$ cat src/rtl/weight_bank.sv
// weight_bank: double-buffered weight store. Streamed loads fill a shadow bank that is
// copied to the active bank in a single cycle once a complete, well-formed sequence arrives.
module weight_bank #(
    parameter int unsigned N_NEURONS = 4,
    parameter int unsigned N_INPUTS  = 8,
    parameter int unsigned W_WIDTH   = 8,
    parameter logic [N_NEURONS*N_INPUTS*W_WIDTH-1:0] INIT = '0
) (
    input  logic                                               clk,
    input  logic                                               rst,
    input  logic                                               load_valid,
    output logic                                               load_ready,
    input  logic [W_WIDTH-1:0]                                 load_data,
    input  logic                                               load_last,
    input  logic                                               load_abort,
    output logic                                               load_done,
    output logic                                               load_err,
    output logic [N_NEURONS*N_INPUTS*W_WIDTH-1:0]              weights,
    input  logic                                               rd_en,
    input  logic [((N_NEURONS > 1) ? $clog2(N_NEURONS) : 1)-1:0] rd_row,
    output logic [N_INPUTS*W_WIDTH-1:0]                        rd_data,
    output logic                                               rd_valid
);

    localparam int unsigned TOTAL     = N_NEURONS * N_INPUTS;
    localparam int unsigned CNT_W     = (TOTAL > 1) ? $clog2(TOTAL) : 1;
    localparam int unsigned ROW_BITS  = N_INPUTS * W_WIDTH;
    localparam int unsigned BANK_BITS = TOTAL * W_WIDTH;
    localparam logic [CNT_W-1:0] CNT_LAST = CNT_W'(TOTAL - 1);

    typedef enum logic [1:0] {
        StIdle,
        StFill,
        StCommit
    } state_t;

    state_t                 r_state;
    state_t                 w_state_d;
    logic [CNT_W-1:0]       r_cnt;
    logic [CNT_W-1:0]       w_cnt_d;
    logic                   w_err_d;
    logic                   w_done_d;
    logic                   w_shadow_we;
    logic                   r_load_done;
    logic                   r_load_err;
    logic [BANK_BITS-1:0]   r_active;
    logic [BANK_BITS-1:0]   r_shadow;
    logic [BANK_BITS-1:0]   w_rd_src;
    logic [ROW_BITS-1:0]    w_rd_row;
    logic [ROW_BITS-1:0]    r_rd_data;
    logic                   r_rd_valid;

    always_comb begin
        w_state_d   = r_state;
        w_cnt_d     = r_cnt;
        w_err_d     = 1'b0;
        w_done_d    = 1'b0;
        w_shadow_we = 1'b0;
        unique case (r_state)
            StIdle, StFill: begin
                if (load_abort) begin
                    // An aborting beat is consumed but never written.
                    w_state_d = StIdle;
                    w_cnt_d   = '0;
                end else if (load_valid) begin
                    w_shadow_we = 1'b1;
                    if (r_cnt == CNT_LAST) begin
                        w_cnt_d = '0;
                        if (load_last) begin
                            w_state_d = StCommit;
                        end else begin
                            w_state_d = StIdle;
                            w_err_d   = 1'b1;
                        end
                    end else if (load_last) begin
                        w_state_d = StIdle;
                        w_cnt_d   = '0;
                        w_err_d   = 1'b1;
                    end else begin
                        w_state_d = StFill;
                        w_cnt_d   = r_cnt + CNT_W'(1);
                    end
                end
            end
            StCommit: begin
                w_state_d = StIdle;
                w_cnt_d   = '0;
                w_done_d  = 1'b1;
            end
            default: begin
                w_state_d = StIdle;
                w_cnt_d   = '0;
            end
        endcase
    end

    always_ff @(posedge clk or posedge rst) begin
        if (rst) begin
            r_state     <= StIdle;
            r_cnt       <= '0;
            r_load_done <= 1'b0;
            r_load_err  <= 1'b0;
        end else begin
            r_state     <= w_state_d;
            r_cnt       <= w_cnt_d;
            r_load_done <= w_done_d;
            r_load_err  <= w_err_d;
        end
    end

    always_ff @(posedge clk or posedge rst) begin
        if (rst) begin
            r_active <= INIT;
            r_shadow <= INIT;
        end else begin
            if (w_shadow_we) begin
                for (int k = 0; k < int'(TOTAL); k++) begin
                    if (r_cnt == CNT_W'(k)) begin
                        r_shadow[k*W_WIDTH +: W_WIDTH] <= load_data;
                    end
                end
            end
            if (r_state == StCommit) begin
                r_active <= r_shadow;
            end
        end
    end

    // During the commit cycle the shadow bank is what active becomes, so reads see it.
    assign w_rd_src = (r_state == StCommit) ? r_shadow : r_active;

    always_comb begin
        w_rd_row = '0;
        for (int r = 0; r < int'(N_NEURONS); r++) begin
            if (int'(rd_row) == r) begin
                w_rd_row = w_rd_src[r*ROW_BITS +: ROW_BITS];
            end
        end
    end

    always_ff @(posedge clk or posedge rst) begin
        if (rst) begin
            r_rd_data  <= '0;
            r_rd_valid <= 1'b0;
        end else begin
            r_rd_valid <= rd_en;
            if (rd_en) begin
                r_rd_data <= w_rd_row;
            end
        end
    end

    assign load_ready = (r_state != StCommit);
    assign load_done  = r_load_done;
    assign load_err   = r_load_err;
    assign weights    = r_active;
    assign rd_data    = r_rd_data;
    assign rd_valid   = r_rd_valid;

endmodule

$ cat config.mk
export PLATFORM = sky130hd
export DESIGN_NAME = weight_bank
export DESIGN_NICKNAME = d
export VERILOG_FILES = /design/src/rtl/weight_bank.sv
export SDC_FILE = /design/constraint.sdc
export NUM_CORES = 1
export LEC_CHECK = 0
export BUFFER_PORTS_ARGS = -buffer_cell sky130_fd_sc_hd__buf_4
export CAP_MARGIN = 20
export CORE_ASPECT_RATIO = 1.2
export CORE_MARGIN = 1
export CORE_UTILIZATION = 25
export CTS_CLUSTER_DIAMETER = 30
export DETAILED_ROUTE_END_ITERATION = 7
export PLACE_DENSITY_LB_ADDON = 0.25
export SKIP_CTS_REPAIR_TIMING = 1
export SYNTH_ARGS = -nofsm -noshare
export SYNTH_HDL_FRONTEND = slang
export SYNTH_SLANG_ARGS = --single-unit
$ cat constraint.sdc
create_clock -name clk -period 18.7 [get_ports clk]
set_input_delay 1.87 -clock clk [delete_from_list [all_inputs] [get_ports clk]]
set_output_delay 1.87 -clock clk [all_outputs]
set_load 0.01 [all_outputs]
==> summary by stage, run 1 <==
Status
The run finished with clean final reports.

Synth
Synthesis produced a netlist whose cell count is approximately 1900. After synthesis the netlist holds a flip-flop and latch count of ~590. The mean cell area of the mapped netlist is 12.3 sq um. Synthesis instantiated 35 different standard cells from the library. Yosys printed 0 warnings. The post-synth net total is 1913.

The biggest area contributor in the post-synthesis netlist is sky130_fd_sc_hd__dfrtp_1. The share of the synthesized area in the top cell type is approximately 63%. Sequential elements use a little over three fifths of the synthesized area.

In this run the cell area of the synthesized design comes to around 23000 sq um. Ranked by total cell area, the synthesized netlist is headed by sky130_fd_sc_hd__dfrtp_1, sky130_fd_sc_hd__mux2_2, sky130_fd_sc_hd__nand2_1, sky130_fd_sc_hd__a22oi_1, sky130_fd_sc_hd__clkbuf_1.

Worst setup path
The critical path goes through buf_4 > inv_8 > buf_4 > buf_4 > buf_4 > buf_4. Together, buffers and inverters on the worst path number 6. The destination of the worst register-to-register timing path is rd_data[11]. The required time reported for the critical path endpoint is 19410 ps. Data on the critical path arrives at its endpoint at approximately 5900 ps.

The worst reg-to-reg setup slack is between 15000 and 20000 ps. The critical path's slowest cell is sky130_fd_sc_hd__buf_4. The worst flop-to-flop path startpoint is r_state[1]. The cell type with the highest occurrence count on the critical path is sky130_fd_sc_hd__buf_4.

The path type of the worst setup path is in -> async. In this run the worst path has a maximum fanout of ~110. The launching element type of the critical path is a primary input.

In this design, the largest share of critical-path delay is due to buffers and inverters. Counting cells, the worst reg-to-reg path comes to 8. STA classifies the critical path endpoint as an async pin. For this run, the slowest stage of the critical path takes 860 ps.

Detailed routing
The count of nets left with antenna violations once routing finished came out at 0. The DRC marker count from the first detailed-route iteration is slightly below 800. Using the TritonRoute via totals, the vias-per-cell ratio works out to roughly 4.6. The detail-routed net length per standard cell is 23.1 um.

The first detailed-routing pass took 5 iterations. The routed layout has 16500 vias. The overall routed net length is a little over 80000 um. The residual DRC count is 0.

Floorplanning
The total area inside the core boundary comes to a little over 90000 sq um. For this configuration, the core starts out at a cell density of approximately a quarter. The count of standard-cell rows is ~120. The die outline width is between 200 and 300 um. The vertical die dimension is about 340 um.

The area of the die is ~94000 sq um. The top-level I/O count is 340.

Clock network
The H-tree generated during clock tree synthesis spans 3 levels. Counting the buffers created by CTS gives 119. Clock latency on the worst-skew pair, taken at its later pin, is approximately 660 ps.

The clock tree buffer depth is 3. The clock net in this run drives a total of a little under 600 sinks. TritonCTS built the clock tree. The clock transition at the register clock pins on the worst setup and hold paths after CTS is approximately 50 ps. The clock tree root buffer cell is sky130_fd_sc_hd__clkbuf_16.

Timing
The period utilization is 27.9%. The total count of hold-check failures in the final report came to 0. The total setup violations reported at the end of the flow is 0. Static timing analysis puts the maximum clock frequency at about 190 MHz.

At the pin with the least slew margin, the transition time is ~1200 ps. The final clock skew is between 30 and 40 ps. After routing, the total negative slack on setup checks comes to 0 ps. The worst max-slew margin expressed relative to the limit is 22.9%.

The worst path needs approximately 5200 ps of the cycle, external delays included. The count of final max-slew check failures is 0. Setup repair after global routing left no endpoint under its margin.

Job
The tool flagged a number of max-cap violations equal to 0.

Hold path
The path category of the worst min-delay check is reg -> reg. Counting instances, the worst hold path has a depth of 2. The critical hold path startpoint is r_shadow[169]. The worst-case hold path end point is weights[169].

Power and ir drop
The static leakage is 0.0162 uW. Power spread over the standard cell area amounts to around 120 nW/um^2. IR analysis of the VDD net gives a maximum drop of between 60 and 70 uV. The overall power after layout is 3710 uW.

Global routing
The total overflow left after global routing is 0. The largest net degree at the start of global routing is ~180. For this run, the total global-route usage over all layers was measured as between 15 and 20%. The global-route wire length before repair is 119000 um. The number of global-route vias before repair is ~18000. The number of antenna violations at the first check in global routing is 2.

Finish
Fill cells in the final layout number 9148. The post-route netlist has between 40% and 50% of its cells at a drive strength greater than 1. In the layout the commonest cells are sky130_fd_sc_hd__dfrtp_1, sky130_fd_sc_hd__nand2_1, sky130_fd_sc_hd__mux2_2.

The most frequent standard cell in the layout excluding fill and tap cells is sky130_fd_sc_hd__dfrtp_1. The post-synthesis to final-layout area growth is 35.2%. After the last flow step, the layout net total stands at 2277. The final instance area is about 32000 sq um.

Placement
Once placement finished, the instance area stood at 27100 sq um. The count of buffers added on input and output ports is approximately 340. The post-detailed-placement half-perimeter wirelength is about 53000 um.

The final estimated routing congestion in global placement is 0.775.
[how the worst max path moves through the flow]
stage,from,to,cells past startpoint
3_3_place_gp,rst,weights[30],6
5_1_grt,rst,weights[217],6
3_5_place_dp,rst,rd_data[33],6
6_report,rst,weights[217],6
2_1_floorplan,rst,load_done,1
4_1_cts,rst,r_shadow[217],6
[power breakdown]
part           total (uW)  switching (uW)  internal [uW]
clock network        2290             724           1560
logic                 119            82.2           36.3
registers            1310            13.3           1290
[area by class of cell]
cell class	count	area, sq um	area share [%]
tap	1240	1550	4.92
antenna	3	7.51	0.0238
timing repair buffer	359	2720	8.61
clock buffer	143	3240	10.3
sequential	586	14700	46.5
clock inverter	81	1140	3.62
multi-input combinational	1177	8150	25.8
inverter	10	52.6	0.167
[tightest hold or removal path: stages, from the launching register on]
cell and delay (ps):
sky130_fd_sc_hd__dfrtp_1 330, sky130_fd_sc_hd__nand2_1 50, sky130_fd_sc_hd__nand2_1 60
[cell usage after synthesis, drive strengths merged]
master,n
mux4,7
clkbuf,72
mux2,377
a22oi,84
nor4bb,1
nor3,8
ha,8
nor2b,2
xor2,1
mux2i,1
nand3,5
and2,7
nor3b,1
nor2,58
inv,10
and3,1
nand2,503
o22ai,8
nand2b,3
buf,44
a21o,9
o21a,2
a22o,1
a31oi,32
nor4b,1
o21ai,33
a21oi,24
dfrtp,586
[flip-flops by register name, indices dropped and copies added, names as in the netlist]
register / count
r_cnt: 5
r_state: 2
rd_valid: 1
rd_data: 64
load_done: 1
load_err: 1
r_shadow: 256
weights: 256
[layer usage]
layer  vias to the layer above  part of all wire [%]  GRT usage (%)
met5                         -                     0              0
met1                      8578                    43           22.2
met2                       524                    48           28.8
met4                         0                   2.3           5.49
met3                       134                   6.0           4.34
li1                       7259                     -              -
[metrics by stage]
| step | std cells | setup slack (ps) | hold slack (ps) | utilization [%] |
|---|---|---|---|---|
| floorplan | 1889 | 432 | 448 | - |
| CTS | 3595 | 13270 | 480 | 34.1 |
| finish | 3599 | 13480 | 476 | 34.1 |
| global placement | 3371 | 12720 | 468 | 29.3 |
| detailed placement | 3371 | 12560 | 471 | 29.3 |
| global route | 3596 | 12800 | 496 | 34.1 |
[cells by family after synthesis]
family                   synth area share, %
flip-flops                              62.9
multiplexers                            18.9
AND/OR/NAND/NOR                         9.88
buffers and inverters                   2.40
AO/OA/AOI/OAI                           5.40
XOR/XNOR                              0.0376
adder cells (fa/ha/maj)                0.429
(Power assumes the default switching activity.)
==> run 2: changes to the inputs <==
==> constraint.sdc (replaced) <==
create_clock -name clk -period 4.7 [get_ports clk]
set_input_delay 0.47 -clock clk [delete_from_list [all_inputs] [get_ports clk]]
set_output_delay 0.47 -clock clk [all_outputs]
set_load 0.01 [all_outputs]
==> run 2 against run 1 <==
Effect of this change:
- power rose to 4.2 times the previous value
- via count rose by 0.67%
- non-clock buffer count rose by 7
- critical endpoint is now rd_data[33]
- largest cell class unchanged
==> summary by stage, run 2 (synthesis results as in run 1) <==
Floorplanning
In this run the count of I/O pins placed on the die edge is 340. The vertical die dimension is between 300 and 400 um. Row generation in the floorplan step produced between 100 and 150 rows. The die covers 94500 sq um. The area of the core is between 90000 and 100000 sq um.

For this configuration, the core starts out at a cell density of approximately a quarter. The floorplan step set the die width to roughly 280 um.

Worst setup path
For flop-to-flop paths, the worst setup slack is between 1500 and 2000 ps. The critical path is of the reg -> reg type. The type of element capturing the critical path is a flop. STA classifies the critical path startpoint as a flop.

Data on the critical path arrives at its endpoint at approximately 3800 ps. The required time reported for the critical path endpoint is about 5300 ps. The maximum fanout along the worst path is a little over 80.

Finish
The library cells used most frequently in the layout, excluding fill and tap cells, are sky130_fd_sc_hd__dfrtp_1, sky130_fd_sc_hd__nand2_1, sky130_fd_sc_hd__mux2_2. Once layout is done, the placed cells without fillers occupy roughly 32000 sq um. The most frequent standard cell in the layout excluding fill and tap cells is sky130_fd_sc_hd__dfrtp_1. Cells with a size suffix above 1 make up roughly 41% of the layout. The total area of sequential cells is approximately 15000 sq um.

For this run, the post-layout net count is between 2000 and 2500. For this run, the share of the core covered by cells in the final layout is roughly a third. The count of fill cells added during filler insertion is around 9000.

The post-synthesis to final-layout area growth is 37.6%. The area occupied by multi-input gates is around 8100 sq um.

Placement
The post-placement cell area is between 20000 and 30000 sq um. Once detailed placement completed, the half-perimeter wirelength came to ~54000 um. Timing analysis after detailed placement gives a worst setup slack of 1500 ps.

The number of buffers inserted by port buffering is between 300 and 400. The final estimated routing congestion in global placement is around 0.76.

Global routing
The first global-routing pass estimated roughly 120000 um of wire. The largest net degree at the start of global routing is 164. The number of antenna violations at the first check in global routing is 1. Global routing used between 10% and 20% of the available tracks. The number of global-route vias before repair is between 15000 and 20000. The global-route congestion overflow total is 0.

Clock network
The clock latency at the later pin of the worst-skew pair is 710 ps. The clock tree root buffer cell is sky130_fd_sc_hd__clkbuf_16. The deepest level of the CTS H-tree is 4. TritonCTS built the clock tree.

For this design, the sink count on the clock tree is slightly below 600. The clock tree buffer depth is 3. The clock transition at the register clock pins on the worst setup and hold paths after CTS is roughly 50 ps.

Buffers inserted during clock tree synthesis total ~130.

Job
Across the run, the number of max-cap violations was 0.

Power and ir drop
The maximum vdd ir drop is roughly 260 uV. Summed over all cells, the static leakage comes to 0.0165 uW. For this design the ratio of total power to cell area is about 480 nW/um^2.

The design draws between 15000 and 20000 uW.

Detailed routing
The via total after detailed routing is 16600. The overall routed net length is around 86000 um. The detail-routed net length per standard cell is ~24 um.

The DRC marker count from the first detailed-route iteration is around 910. The average vias per placed instance is between 4 and 5. The detailed-router iteration count before antenna repair is 5. The post-detailed-route count of antenna-violating nets is 0.

After detailed routing, the number of remaining DRC violations is 0.

Hold path
In this run the worst hold path is classified as in -> reg.

Status
The run finished with clean final reports.

Timing
The period utilization is approximately 67%. At the pin with the least slew margin, the transition time is around 1200 ps. Once routing completed, OpenROAD measured the worst setup slack at roughly 1500 ps. Derived from the worst setup path, the maximum achievable clock frequency is ~320 MHz. Measured against its own limit, the worst slew margin works out to a little under a fifth.

The count of final max-slew check failures is 0. The total count of hold-check failures in the final report is 0. The minimum clock period after layout is roughly 3200 ps. Setup repair after global routing left no endpoint under its margin. The final sum of negative setup slack is 0 ps. The final clock skew is roughly 32 ps.

The total setup violations reported at the end of the flow is 0.
[run 2: metrics by stage]
step                      instances  hold slack (ps)
after floorplan                1889              448
after global placement         3375              468
after detailed placement       3375              471
after CTS                      3617             -173
after global routing           3621              134
final                          3623              147
[run 2: critical path, stage by stage, from the launching register on]
cell                       delay [ps]
sky130_fd_sc_hd__dfrtp_1          470
sky130_fd_sc_hd__nand2b_4         580
sky130_fd_sc_hd__buf_4            840
sky130_fd_sc_hd__mux2_2           430
sky130_fd_sc_hd__a22oi_1          200
sky130_fd_sc_hd__a21oi_1           80
sky130_fd_sc_hd__mux2_2           260
[run 2: power by group]
group	switching, uW	total (uW)	internal [uW]
sequential	53.7	5200	5150
clock	3070	9790	6720
combinational	336	492	156
[run 2: cell type report]
cell class                      count  share of cell area (%)
Tap cell                         1240                    4.84
Antenna cell                        2                  0.0156
Multi-Input combinational cell   1177                    25.4
Inverter                           10                   0.152
Timing Repair Buffer              366                    8.93
Sequential cell                   586                    45.7
Clock inverter                     71                    3.26
Clock buffer                      171                    11.6
[run 2: final timing paths]
kind | start | to | depth (start not counted)
worst max-delay path | r_state[1] | rd_data[33] | 6
worst min-delay path | load_valid | r_state[0] | 3
worst max register to register | r_state[1] | rd_data[33] | 6
worst min register to register | r_shadow[176] | weights[176] | 2
max in group asynchronous | rst | r_shadow[222] | 4
min in group asynchronous | rst | r_shadow[200] | 3
[run 2: routing by layer]
layer | vias to the layer above | track usage (%) | routed length [um]
met5 | - | 0 | 0
met4 | 0 | 8.79 | 3450
met3 | 173 | 4.62 | 4900
met2 | 515 | 30.1 | 41600
met1 | 8603 | 22.1 | 35700
li1 | 7314 | - | -
==> run 3: changes to the inputs <==
==> constraint.sdc (replaced) <==
create_clock -name clk -period 3.2 [get_ports clk]
set_input_delay 0.32 -clock clk [delete_from_list [all_inputs] [get_ports clk]]
set_output_delay 0.32 -clock clk [all_outputs]
set_load 0.01 [all_outputs]
==> run 3 against run 2 <==
Effect of this change:
- utilization up 0.099 points
- sequential cell count stayed put
- critical endpoint is now r_shadow[235]
- highest routed layer unchanged
- sequential power up 47%
- register-to-register slack worse by 890 ps
- largest power group unchanged
- final cell count up 0.88%
- worst hold slack worse by 110 ps
- clock skew decreased by 7.9 ps
- maximum frequency rose by 24%
- via count rose by 1.8%
==> summary by stage, run 3 (synthesis results as in run 1) <==
Floorplanning
The die outline width is between 200 and 300 um. The count of standard-cell rows is around 120. The floorplan step defined a die boundary enclosing approximately 94000 sq um.

The area of the core is just over 90000 sq um. For this design the top-level I/O count stands at 340. The vertical die dimension is approximately 340 um. The starting density of the core is approximately a quarter.

Global routing
The number of global-route vias before repair was between 15000 and 20000. Across every metal layer, demand over resource in global routing totals 18.4%. Entering global routing, the biggest net connects approximately 150 pins. The number of antenna violations at the first check in global routing came to 4. The first global-routing pass estimated approximately 120000 um of wire. After global routing the overflow that remains totals 0.

Clock network
The clock transition at the register clock pins on the worst setup and hold paths after CTS is 40 ps. The clock net in this run drives a total of approximately 600 sinks. The number of clock buffers inserted by TritonCTS is ~140.

The clock tree from TritonCTS is built. The clock tree root buffer cell is sky130_fd_sc_hd__clkbuf_16. The clock latency at the later pin of the worst-skew pair is ~700 ps. CTS built an H-tree with a depth of 4. The clock tree buffer depth is 3.

Timing
Of the available clock period, the critical path in the final layout requires between 70% and 80%. For the pin with the worst max-slew slack, the measured transition is about 1000 ps. The hold slack is 41.5 ps.

Setup slack closes at 652 ps. The total count of hold-check failures in the final report came to 0. The clock arrives with approximately 24 ps of skew. The total setup violations reported at the end of the flow is 0.

After layout, the minimum clock period comes to around 2500 ps. The worst max-slew margin expressed relative to the limit is between 30% and 40%. The achievable clock frequency is 393 MHz. Setup repair after global routing left no endpoint under its margin. The count of final max-slew check failures was 0.

Worst setup path
The path type of the worst setup path is reg -> reg. The count of cells along the worst register-to-register path is 5. The required time reported for the critical path endpoint is approximately 3800 ps. At the worst endpoint, the arrival time is about 3100 ps. The worst register-to-register path ends at r_shadow[235]. STA classifies the critical path endpoint as a flop. The worst flop-to-flop path startpoint is r_state[1]. The worst setup path is launched from a flop.

The maximum fanout along the worst path is 8. The worst reg-to-reg setup slack is 650 ps.

Placement
Routability-driven placement finished with a final weighted congestion of about 0.80. Timing analysis after detailed placement gives a worst setup slack of around 700 ps. The post-detailed-placement half-perimeter wirelength is between 50000 and 60000 um. The count of buffers added on input and output ports is around 340. The number of cells in the design after placement is 3406. Once placement finished, the instance area stood at roughly 28000 sq um.

Detailed routing
After detailed routing, the number of remaining DRC violations is 0. The average vias per placed instance is approximately 4.6. The first routing iteration left roughly 1100 violations.

The detailed-router iteration count before antenna repair is 5. Across all layers, the routed design uses ~17000 vias. In the final routed layout, each cell accounts on average for around 24 um. The detail route stage leaves a number of antenna-violating nets equal to 0. The overall routed net length is slightly below 90000 um.

Finish
Leaving out fill and tap cells, the most frequent cells in the layout are sky130_fd_sc_hd__dfrtp_1, sky130_fd_sc_hd__nand2_1, sky130_fd_sc_hd__buf_4. The most frequent standard cell in the layout excluding fill and tap cells is sky130_fd_sc_hd__dfrtp_1. Summing all multi-input logic gate instances after layout gives 8150 sq um.

The final non-filler cell total is ~3700. In the final layout, the share of cells above drive strength 1 is about two fifths. In the final design database the tool counted 2333 nets.

The total area of sequential cells is approximately 15000 sq um. The final instance area is 32200 sq um. The count of fill cells added during filler insertion is roughly 9100. The post-synthesis to final-layout area growth is 37.9%.

Job
The tool flagged a number of max-cap violations equal to 0.

Power and ir drop
The maximum vdd ir drop is about 410 uV. The design draws about 22000 uW. The static leakage is roughly 0.017 uW.

In this run the power density over the cells is just under 700 nW/um^2.

Hold path
The worst hold path belongs to the class in -> reg. The number of stages on the worst hold path is 4. The critical hold path startpoint is load_valid.

The path with the worst hold slack has its endpoint at r_cnt[0].

Status
The flow ran to the end, and the final reports show no timing, DRC or antenna violations.
[run 3: cell count changes in the layout (fill, tap and decap cells not counted), moves of 5 or more]
cell,delta
sky130_fd_sc_hd__buf_4,+26
sky130_fd_sc_hd__clkinvlp_4,+9
sky130_fd_sc_hd__bufinv_16,-8
sky130_fd_sc_hd__clkbuf_8,-8
sky130_fd_sc_hd__buf_12,+5
[run 3: layout make-up]
class	instances	share of cell area, %
Sequential cell	586	45.6
Tap cell	1240	4.83
Clock buffer	168	11.5
Inverter	10	0.152
Antenna cell	1	0.00778
Multi-Input combinational cell	1177	25.3
Timing Repair Buffer	397	9.81
Clock inverter	76	2.79
[run 3: worst max-delay path, cell delays in order, from the launching register on]
cell and delay, ps:
sky130_fd_sc_hd__dfrtp_1 480, sky130_fd_sc_hd__nor3b_2 420, sky130_fd_sc_hd__nand2_1 200, sky130_fd_sc_hd__nor2_1 210, sky130_fd_sc_hd__nand2_1 610, sky130_fd_sc_hd__mux2_2 510
[run 3: metal layers]
layer / wire length [um] / global-route usage [%] / up-vias
li1: - / - / 7366
met1: 37700 / 23.8 / 8807
met2: 41700 / 29.8 / 576
met3: 4740 / 3.95 / 154
met4: 2600 / 7.34 / 0
met5: 0 / 0 / -
[run 3: worst max path at each step]
stage / from / end / slack (ps) / cells past startpoint
after floorplan: rst / load_done / -5110 / 1
after global placement: r_state[1] / r_shadow[238] / 730 / 5
after detailed placement: r_state[1] / r_shadow[239] / 690 / 5
after CTS: r_state[1] / r_shadow[235] / 700 / 5
after global routing: r_state[1] / r_shadow[237] / 490 / 5
final: r_state[1] / r_shadow[235] / 650 / 5
[run 3: report_power, final]
part	total, uW	switching (uW)	internal, uW
Combinational	745	504	242
Clock	13800	4580	9190
Sequential	7660	96.6	7560
[run 3: per-stage QoR]
stage / TNS, ps / utilization (%)
floorplan: -2992940 / -
detailed placement: 0 / 29.8
CTS: 0 / 34.8
finish: 0 / 34.8
global placement: 0 / 29.8
global route: 0 / 34.8
